`src/rtl/uart_rx.sv`:
```
// uart_rx: UART receiver, the counterpart of uart_tx.
// Frame: 1 start bit (0), DATA_BITS data bits LSB first, 1 stop bit (1),
// no parity, idle line high. PIN_RX is synchronized, oversampled by an internal
// tick divider and sampled at mid-bit. The divider and the tick counter
// restart on the start edge so every sample point lines up with the frame.
//
// Ports:
//   clk        system clock
//   rst        synchronous, active-high reset
//   PIN_RX     asynchronous serial input line
//   word       last correctly framed word, LSB = first data bit received
//   rx_done    one-cycle pulse, word is valid and updated in this cycle
//   frame_err  one-cycle pulse, stop bit sampled as 0 (word unchanged)
//   busy       high from a validated falling edge until the frame ends
module uart_rx #(
  parameter int IN_CLK_FR  = 100000000,
  parameter int BAUD_RATE  = 9600,
  parameter int DATA_BITS  = 8,
  parameter int OVERSAMPLE = 16
) (
  input  logic                 clk,
  input  logic                 rst,
  input  logic                 PIN_RX,
  output logic [DATA_BITS-1:0] word,
  output logic                 rx_done,
  output logic                 frame_err,
  output logic                 busy
);

  // Clocks per oversample tick, rounded to the nearest integer.
  localparam int DIV    = (IN_CLK_FR + (BAUD_RATE * OVERSAMPLE) / 2) / (BAUD_RATE * OVERSAMPLE);
  localparam int DIV_W  = (DIV > 1) ? $clog2(DIV) : 1;
  localparam int TICK_W = $clog2(OVERSAMPLE);
  localparam int BIT_W  = $clog2(DATA_BITS + 1);

  localparam logic [DIV_W-1:0]  DIV_LAST  = DIV_W'(DIV - 1);
  localparam logic [TICK_W-1:0] TICK_MID  = TICK_W'(OVERSAMPLE / 2 - 1);
  localparam logic [TICK_W-1:0] TICK_LAST = TICK_W'(OVERSAMPLE - 1);
  localparam logic [BIT_W-1:0]  BIT_LAST  = BIT_W'(DATA_BITS);

  if (DIV < 2) begin : g_div_check
    $error("uart_rx: IN_CLK_FR/(BAUD_RATE*OVERSAMPLE) must round to at least 2");
  end

  typedef enum logic [1:0] {
    IDLE  = 2'd0,
    START = 2'd1,
    DATA  = 2'd2,
    STOP  = 2'd3
  } state_t;

  state_t               state_r, state_nx;
  logic                 sync1_r, rx_s, rx_q;
  logic [DIV_W-1:0]     div_cnt_r, div_nx;
  logic [TICK_W-1:0]    tick_cnt_r, tick_nx;
  logic [BIT_W-1:0]     bit_cnt_r, bit_nx;
  logic [DATA_BITS-1:0] shift_r, shift_nx, word_nx;
  logic                 done_nx, ferr_nx, busy_nx;
  logic                 tick_s, fall_s;

  assign tick_s = (div_cnt_r == DIV_LAST);
  // Falling edge needs a 1 on the previous sample, so a held-low line never re-arms.
  assign fall_s = rx_q & ~rx_s;

  // Two-flop synchronizer plus one delayed copy used for edge detection.
  always_ff @(posedge clk) begin
    if (rst) begin
      sync1_r <= 1'b1;
      rx_s    <= 1'b1;
      rx_q    <= 1'b1;
    end else begin
      sync1_r <= PIN_RX;
      rx_s    <= sync1_r;
      rx_q    <= rx_s;
    end
  end

  // State, counters, shift register and registered outputs.
  always_ff @(posedge clk) begin
    if (rst) begin
      state_r    <= IDLE;
      div_cnt_r  <= {DIV_W{1'b0}};
      tick_cnt_r <= {TICK_W{1'b0}};
      bit_cnt_r  <= {BIT_W{1'b0}};
      shift_r    <= {DATA_BITS{1'b0}};
      word       <= {DATA_BITS{1'b0}};
      rx_done    <= 1'b0;
      frame_err  <= 1'b0;
      busy       <= 1'b0;
    end else begin
      state_r    <= state_nx;
      div_cnt_r  <= div_nx;
      tick_cnt_r <= tick_nx;
      bit_cnt_r  <= bit_nx;
      shift_r    <= shift_nx;
      word       <= word_nx;
      rx_done    <= done_nx;
      frame_err  <= ferr_nx;
      busy       <= busy_nx;
    end
  end

  // Next-state and next-value logic for the receive FSM and tick divider.
  always_comb begin
    state_nx = state_r;
    div_nx   = tick_s ? {DIV_W{1'b0}} : (div_cnt_r + 1'b1);
    tick_nx  = tick_cnt_r;
    bit_nx   = bit_cnt_r;
    shift_nx = shift_r;
    word_nx  = word;
    done_nx  = 1'b0;
    ferr_nx  = 1'b0;
    busy_nx  = busy;

    case (state_r)
      IDLE: begin
        busy_nx = 1'b0;
        if (fall_s) begin
          // Restart the divider so ticks are phased to the start edge.
          div_nx   = {DIV_W{1'b0}};
          tick_nx  = {TICK_W{1'b0}};
          busy_nx  = 1'b1;
          state_nx = START;
        end else begin
          state_nx = IDLE;
        end
      end

      START: begin
        if (tick_s) begin
          if (tick_cnt_r == TICK_MID) begin
            if (!rx_s) begin
              tick_nx  = {TICK_W{1'b0}};
              bit_nx   = {BIT_W{1'b0}};
              state_nx = DATA;
            end else begin
              // Line back high at mid start bit: treat as a glitch.
              busy_nx  = 1'b0;
              state_nx = IDLE;
            end
          end else begin
            tick_nx = tick_cnt_r + 1'b1;
          end
        end else begin
          tick_nx = tick_cnt_r;
        end
      end

      DATA: begin
        if (tick_s) begin
          if (tick_cnt_r == TICK_LAST) begin
            tick_nx  = {TICK_W{1'b0}};
            shift_nx = {rx_s, shift_r[DATA_BITS-1:1]};
            bit_nx   = bit_cnt_r + 1'b1;
            if ((bit_cnt_r + 1'b1) == BIT_LAST) begin
              state_nx = STOP;
            end else begin
              state_nx = DATA;
            end
          end else begin
            tick_nx = tick_cnt_r + 1'b1;
          end
        end else begin
          tick_nx = tick_cnt_r;
        end
      end

      STOP: begin
        if (tick_s) begin
          if (tick_cnt_r == TICK_LAST) begin
            // Leave mid-stop-bit so a start bit with no idle gap is still seen.
            tick_nx  = {TICK_W{1'b0}};
            busy_nx  = 1'b0;
            state_nx = IDLE;
            if (rx_s) begin
              word_nx = shift_r;
              done_nx = 1'b1;
            end else begin
              ferr_nx = 1'b1;
            end
          end else begin
            tick_nx = tick_cnt_r + 1'b1;
          end
        end else begin
          tick_nx = tick_cnt_r;
        end
      end

      default: begin
        busy_nx  = 1'b0;
        state_nx = IDLE;
      end
    endcase
  end

endmodule

```
`config.mk`:
```
export PLATFORM = sky130hd
export DESIGN_NAME = uart_rx
export DESIGN_NICKNAME = d
export VERILOG_FILES = /design/src/rtl/uart_rx.sv
export SDC_FILE = /design/constraint.sdc
export NUM_CORES = 1
export LEC_CHECK = 0
export CAP_MARGIN = 5
export CORE_UTILIZATION = 45
export DETAILED_ROUTE_END_ITERATION = 8
export PLACE_DENSITY = 0.64
export RECOVER_POWER = 25
export SYNTH_ARGS = -nofsm -noshare
export SYNTH_HDL_FRONTEND = slang
export SYNTH_SLANG_ARGS = --single-unit
export TNS_END_PERCENT = 1
```
`constraint.sdc`:
```
create_clock -name clk -period 2.9 [get_ports clk]
set_clock_uncertainty 0.2 [all_clocks]
set_input_delay 0.58 -clock clk [delete_from_list [all_inputs] [get_ports clk]]
set_output_delay 0.58 -clock clk [all_outputs]
set_load 0.05 [all_outputs]
```
## Yosys cells after proc, flatten, opt, wreduce, memory -nomap -nowiden

Index checks and enable logic that the tools add are counted.

| operators by class | value |
|---|---|
| eq/ne operators | 18 |
| muxes and demuxes | 34 |
| add/sub/neg operators | 3 |
| reduce and logical (&&, ||, !) cells | 11 |
| bitwise gates (word level) | 5 |

Operator list:

| kind | number |
|---|---|
| 4-bit two-way mux | 10 |
| 10-bit two-way mux | 3 |
| 2-bit inequality test (second input constant) | 9 |
| 6-bit AND reduction | 3 |
| 2-bit two-way mux | 7 |
| 4-bit one-hot mux with 3 select lines | 1 |
| 10-bit by 1-bit adder with 10-bit output (second input constant) | 1 |
| 10-bit == test (second input constant) | 1 |
| 1-bit two-way mux | 10 |
| 4-bit by 1-bit adder with 4-bit output (second input constant) | 2 |
| 4-bit == test (second input constant) | 2 |
| 2-bit one-hot mux with 4 select lines | 1 |
| 4-bit one-hot mux with 2 select lines | 1 |
| 4-bit AND reduction | 2 |
| 2-bit == test (second input constant) | 2 |
| 4-bit by 3-bit == test with 1-bit output (second input constant) | 1 |
| 1-bit NOT | 4 |
| 4-bit OR reduction | 1 |
| 3-bit inequality test (second input constant) | 1 |
| 1-bit one-hot mux with 3 select lines | 1 |
| 3-bit AND reduction | 1 |
| 3-bit nonzero test | 1 |
| 2-bit by 1-bit == test with 1-bit output (second input constant) | 1 |
| 2-bit zero test | 1 |
| 4 further kinds | 4 |

| word-level totals | value |
|---|---|
| word-level logic and storage cells | 83 |
| output and inout bits | 11 |
| input port bits | 3 |
| register bits | 42 |

## Depth between registers and ports, before layout

| depth | value |
|---|---|
| depth in word-level cells | 6 |
| gate-level depth with buffers | 9 |
| gate-level depth less buffers | 7 |

## Worst setup path before layout

No wires, ideal clock.

| timing path | value |
|---|---|
| path kind | reg-to-reg |
| start point | register div_cnt_r[8] |
| end point | register shift_r[0] |
| cell stages (with the launch flop) | 8 |
| buffers on the path | 2 |
| setup slack | 1.049 ns |
| required time | 2.572 ns |
| library setup time | 0.128 ns |
| arrival time | 1.523 ns |
| clock period less this slack | 1.851 ns |
| cells stage by stage | dfxtp_1 > nand4bb_1 > nor4_4 > buf_4 > and3_1 > buf_4 > mux2i_1 > nor2_1 |

| on the way | value |
|---|---|
| cells in the longest elaborated chain, start to end | 2 |

Ends and longest elaborated chain:

| element | RTL line | source |
|---|---|---|
| start, declared | 54 | `logic [DIV_W-1:0] div_cnt_r, div_nx;` |
| start signal, assigned | 82 | `div_cnt_r <= {DIV_W{1'b0}};` |
| start signal, assigned | 92 | `div_cnt_r <= div_nx;` |
| 10-bit == test | 61 | `assign tick_s = (div_cnt_r == DIV_LAST);` |
| 3-bit AND reduction (no line) | - |  |
| end signal, assigned | 85 | `shift_r <= {DATA_BITS{1'b0}};` |
| end signal, assigned | 95 | `shift_r <= shift_nx;` |
| end, declared | 57 | `logic [DATA_BITS-1:0] shift_r, shift_nx, word_nx;` |

No other way between the ends.
A chain may end at the register's enable or synchronous reset.

## Worst setup path after layout

| timing path | value |
|---|---|
| start point | register busy |
| end point | output port busy |

RTL lines:

| element | RTL line | source |
|---|---|---|
| start, declared | 27 | `output logic busy` |
| start signal, assigned | 99 | `busy <= busy_nx;` |

No word-level cell between the ends.

==> metrics.yaml <==
outcome: "complete, no violations"
synthCells: 194
nNetsFinal: 215
crit_cells: 1
final-max-slew-violation-count: 0
fp-row-count: 22
io_buffers: 13
synth-warning-count: 0
slew_headroom_pct: 64.6
grt_max_degree: 34
synth_flop_cell: "dfxtp_1"
synthArstFlopShare_pct: 0
num_vias: 1336
min_from: "sync1_r"
power_density_nw_per_um2: 523
critPathLaunchType: "flip-flop"
antenna_cells: 0
hold_violations: 0
cp_slowest_cell: "clkdlybuf4s50_1"
grt.busiest_layer: "met2"
hold_path.class: "reg2reg"
grtUsageMet1_pct: 22.4
postRouteAntennaNets: 0
rsz0062_at_grt: "no"
dp_cells: 248
r2r_cells: 8
end_kind: "primary output"
grt_pass1_wl_um: 5530
syn_area_per_cell_um2: 9.35
cts_hold_buf: 0
synth.most_common_cell: "dfxtp_1"
path_max_fanout: 4
routabilityCongestion: 0.823
required_ns: 2.12
use_met3_pct: 4.69
path_clk_slew_ns: 0.08
syn_nets: 202
h-tree-depth: 2
cts_inserted_buffers: 5
clk_latency_ns: 0.29
avgRoutedWirePerCell_um: 12.1
power_leakage_uw: 0.000785
start_util_pct: 48.1
clock_path_buffers: 2
dieArea_um2: 4290
layout-drive-gt1-share_pct: 9.13
die_y_um: 65.5
antenna_found_initial: 0
final_cell_area_um2: 2060
met2_usage_pct: 25.4
timing.rr.start: "div_cnt_r[0]"
syn_area_um2: 1810
netlist_top_cells_area: "dfxtp_1 (46%), mux2i_1 (9.9%), nor2_1 (7.4%), ha_1 (3.4%), xnor2_1 (2.9%)"
critPathKind: "reg2out"
worst_ep_arrival_time_ns: 1.46
cts.sinks: 42
place_hpwl_um: 2120
period_share_pct: 77.4
tightest_slew_ns: 0.531
path_buf_inv: 1
fin_cells: 256
synth_top_area_share_pct: 46.3
synth_largest_area_cell: "dfxtp_1"
fmax_mhz: 446
post_cts_resize_count: 0
ys_ff_latch: 42
coreArea_um2: 3770
maxCapViolCount: 0
slowest_delay_ns: 0.81
cts_setup_buffers: 0
vdd_ir_drop_max_mv: 0.349
whs_path_depth: 1
dpl_cell_area_um2: 1980
routed_wl_um: 3110
grt_pass1_vias: 1242
path_cells: "clkdlybuf4s50_1"
cts_tree: "yes"
period_needed_ns: 2.24
syn_to_final_growth_pct: 13.8
synth-edff-count: 0
crit_start: "busy"
synth-seq-area-share_pct: 46.3
fp.dieW_um: 65.5
setup_viol: 0
drt_iter0_markers: 128
clock-root-buffer: "clkbuf_8"
via_per_inst: 5.22
synthTopCellsByCount: "dfxtp_1 (42), nor2_1 (36), mux2i_1 (18)"
grt_use_total_pct: 17.3
ys_types: 40
firstDrtPassIters: 4
tns_ns: 0
drcViolationCount: 0
grt_overflow: 0
path_delay_family: "buffers and inverters"
ios: 14
-- power breakdown --
part | total (uW) | internal [uW] | leakage (uW) | switching (uW)
sequential | 591 | 583 | 0.000340 | 8.20
combinational | 36.9 | 14.6 | 0.000394 | 22.3
clock | 451 | 257 | 0.0000514 | 194
-- layout make-up --
cell class / instances / area [um2]
Clock inverter: 2 / 37.5
Clock buffer: 6 / 72.6
Inverter: 4 / 15.0
Tap cell: 48 / 60.1
Sequential cell: 42 / 841
Timing Repair Buffer: 15 / 145
Multi-Input combinational cell: 139 / 893
Fill cell: 354 / 1710
-- per-layer routing --
metal,part of all wire [%],up-vias
li1,-,687
met5,0,-
met2,44,31
met1,50,612
met3,4.2,6
met4,2.2,0
-- cell usage in the layout (no fill, tap or decap), types with 4 or more instances in the layout --
cell type,count
nor2_1,36
clkbuf_8,5
mux2i_1,18
a21oi_1,7
nand2_1,11
or2_2,5
clkdlybuf4s50_1,12
nand3_1,7
inv_1,4
xnor2_1,6
ha_1,5
xor2_1,4
dfxtp_1,42
nor3_1,4
-- cell families after synthesis --
family	after synthesis	share of synthesized area, %
compound gates	20	6.90
xor+xnor	10	4.83
fa+ha+maj	5	3.45
buf+inv	13	3.24
flops	42	46.3
mux	18	9.93
simple gates	86	25.3
-- worst paths after layout --
path,to,slack (ns)
worst min-delay path,rx_s,0.22
worst max register to register,shift_r[3],0.70
worst max-delay path,busy,0.66
worst min register to register,rx_s,0.22
-- state kept, by name (all words and copies together), names as in the netlist, 4 cells and up, named ones only --
name,count
bit_cnt_r,4
div_cnt_r,10
shift_r,8
tick_cnt_r,4
word,8
-- per-stage QoR --
stage          setup WS (ns)  power (uW)  util [%]  hold slack (ns)
6_report               0.656        1080      54.7            0.216
5_1_grt                0.404        1120      54.7            0.242
4_1_cts                0.639        1090      55.3            0.221
3_5_place_dp           0.734         643      52.4            0.203
3_3_place_gp           0.779         641      52.4            0.201
2_1_floorplan           1.05         632         -            0.189
Power figures use the tool's default switching activity.
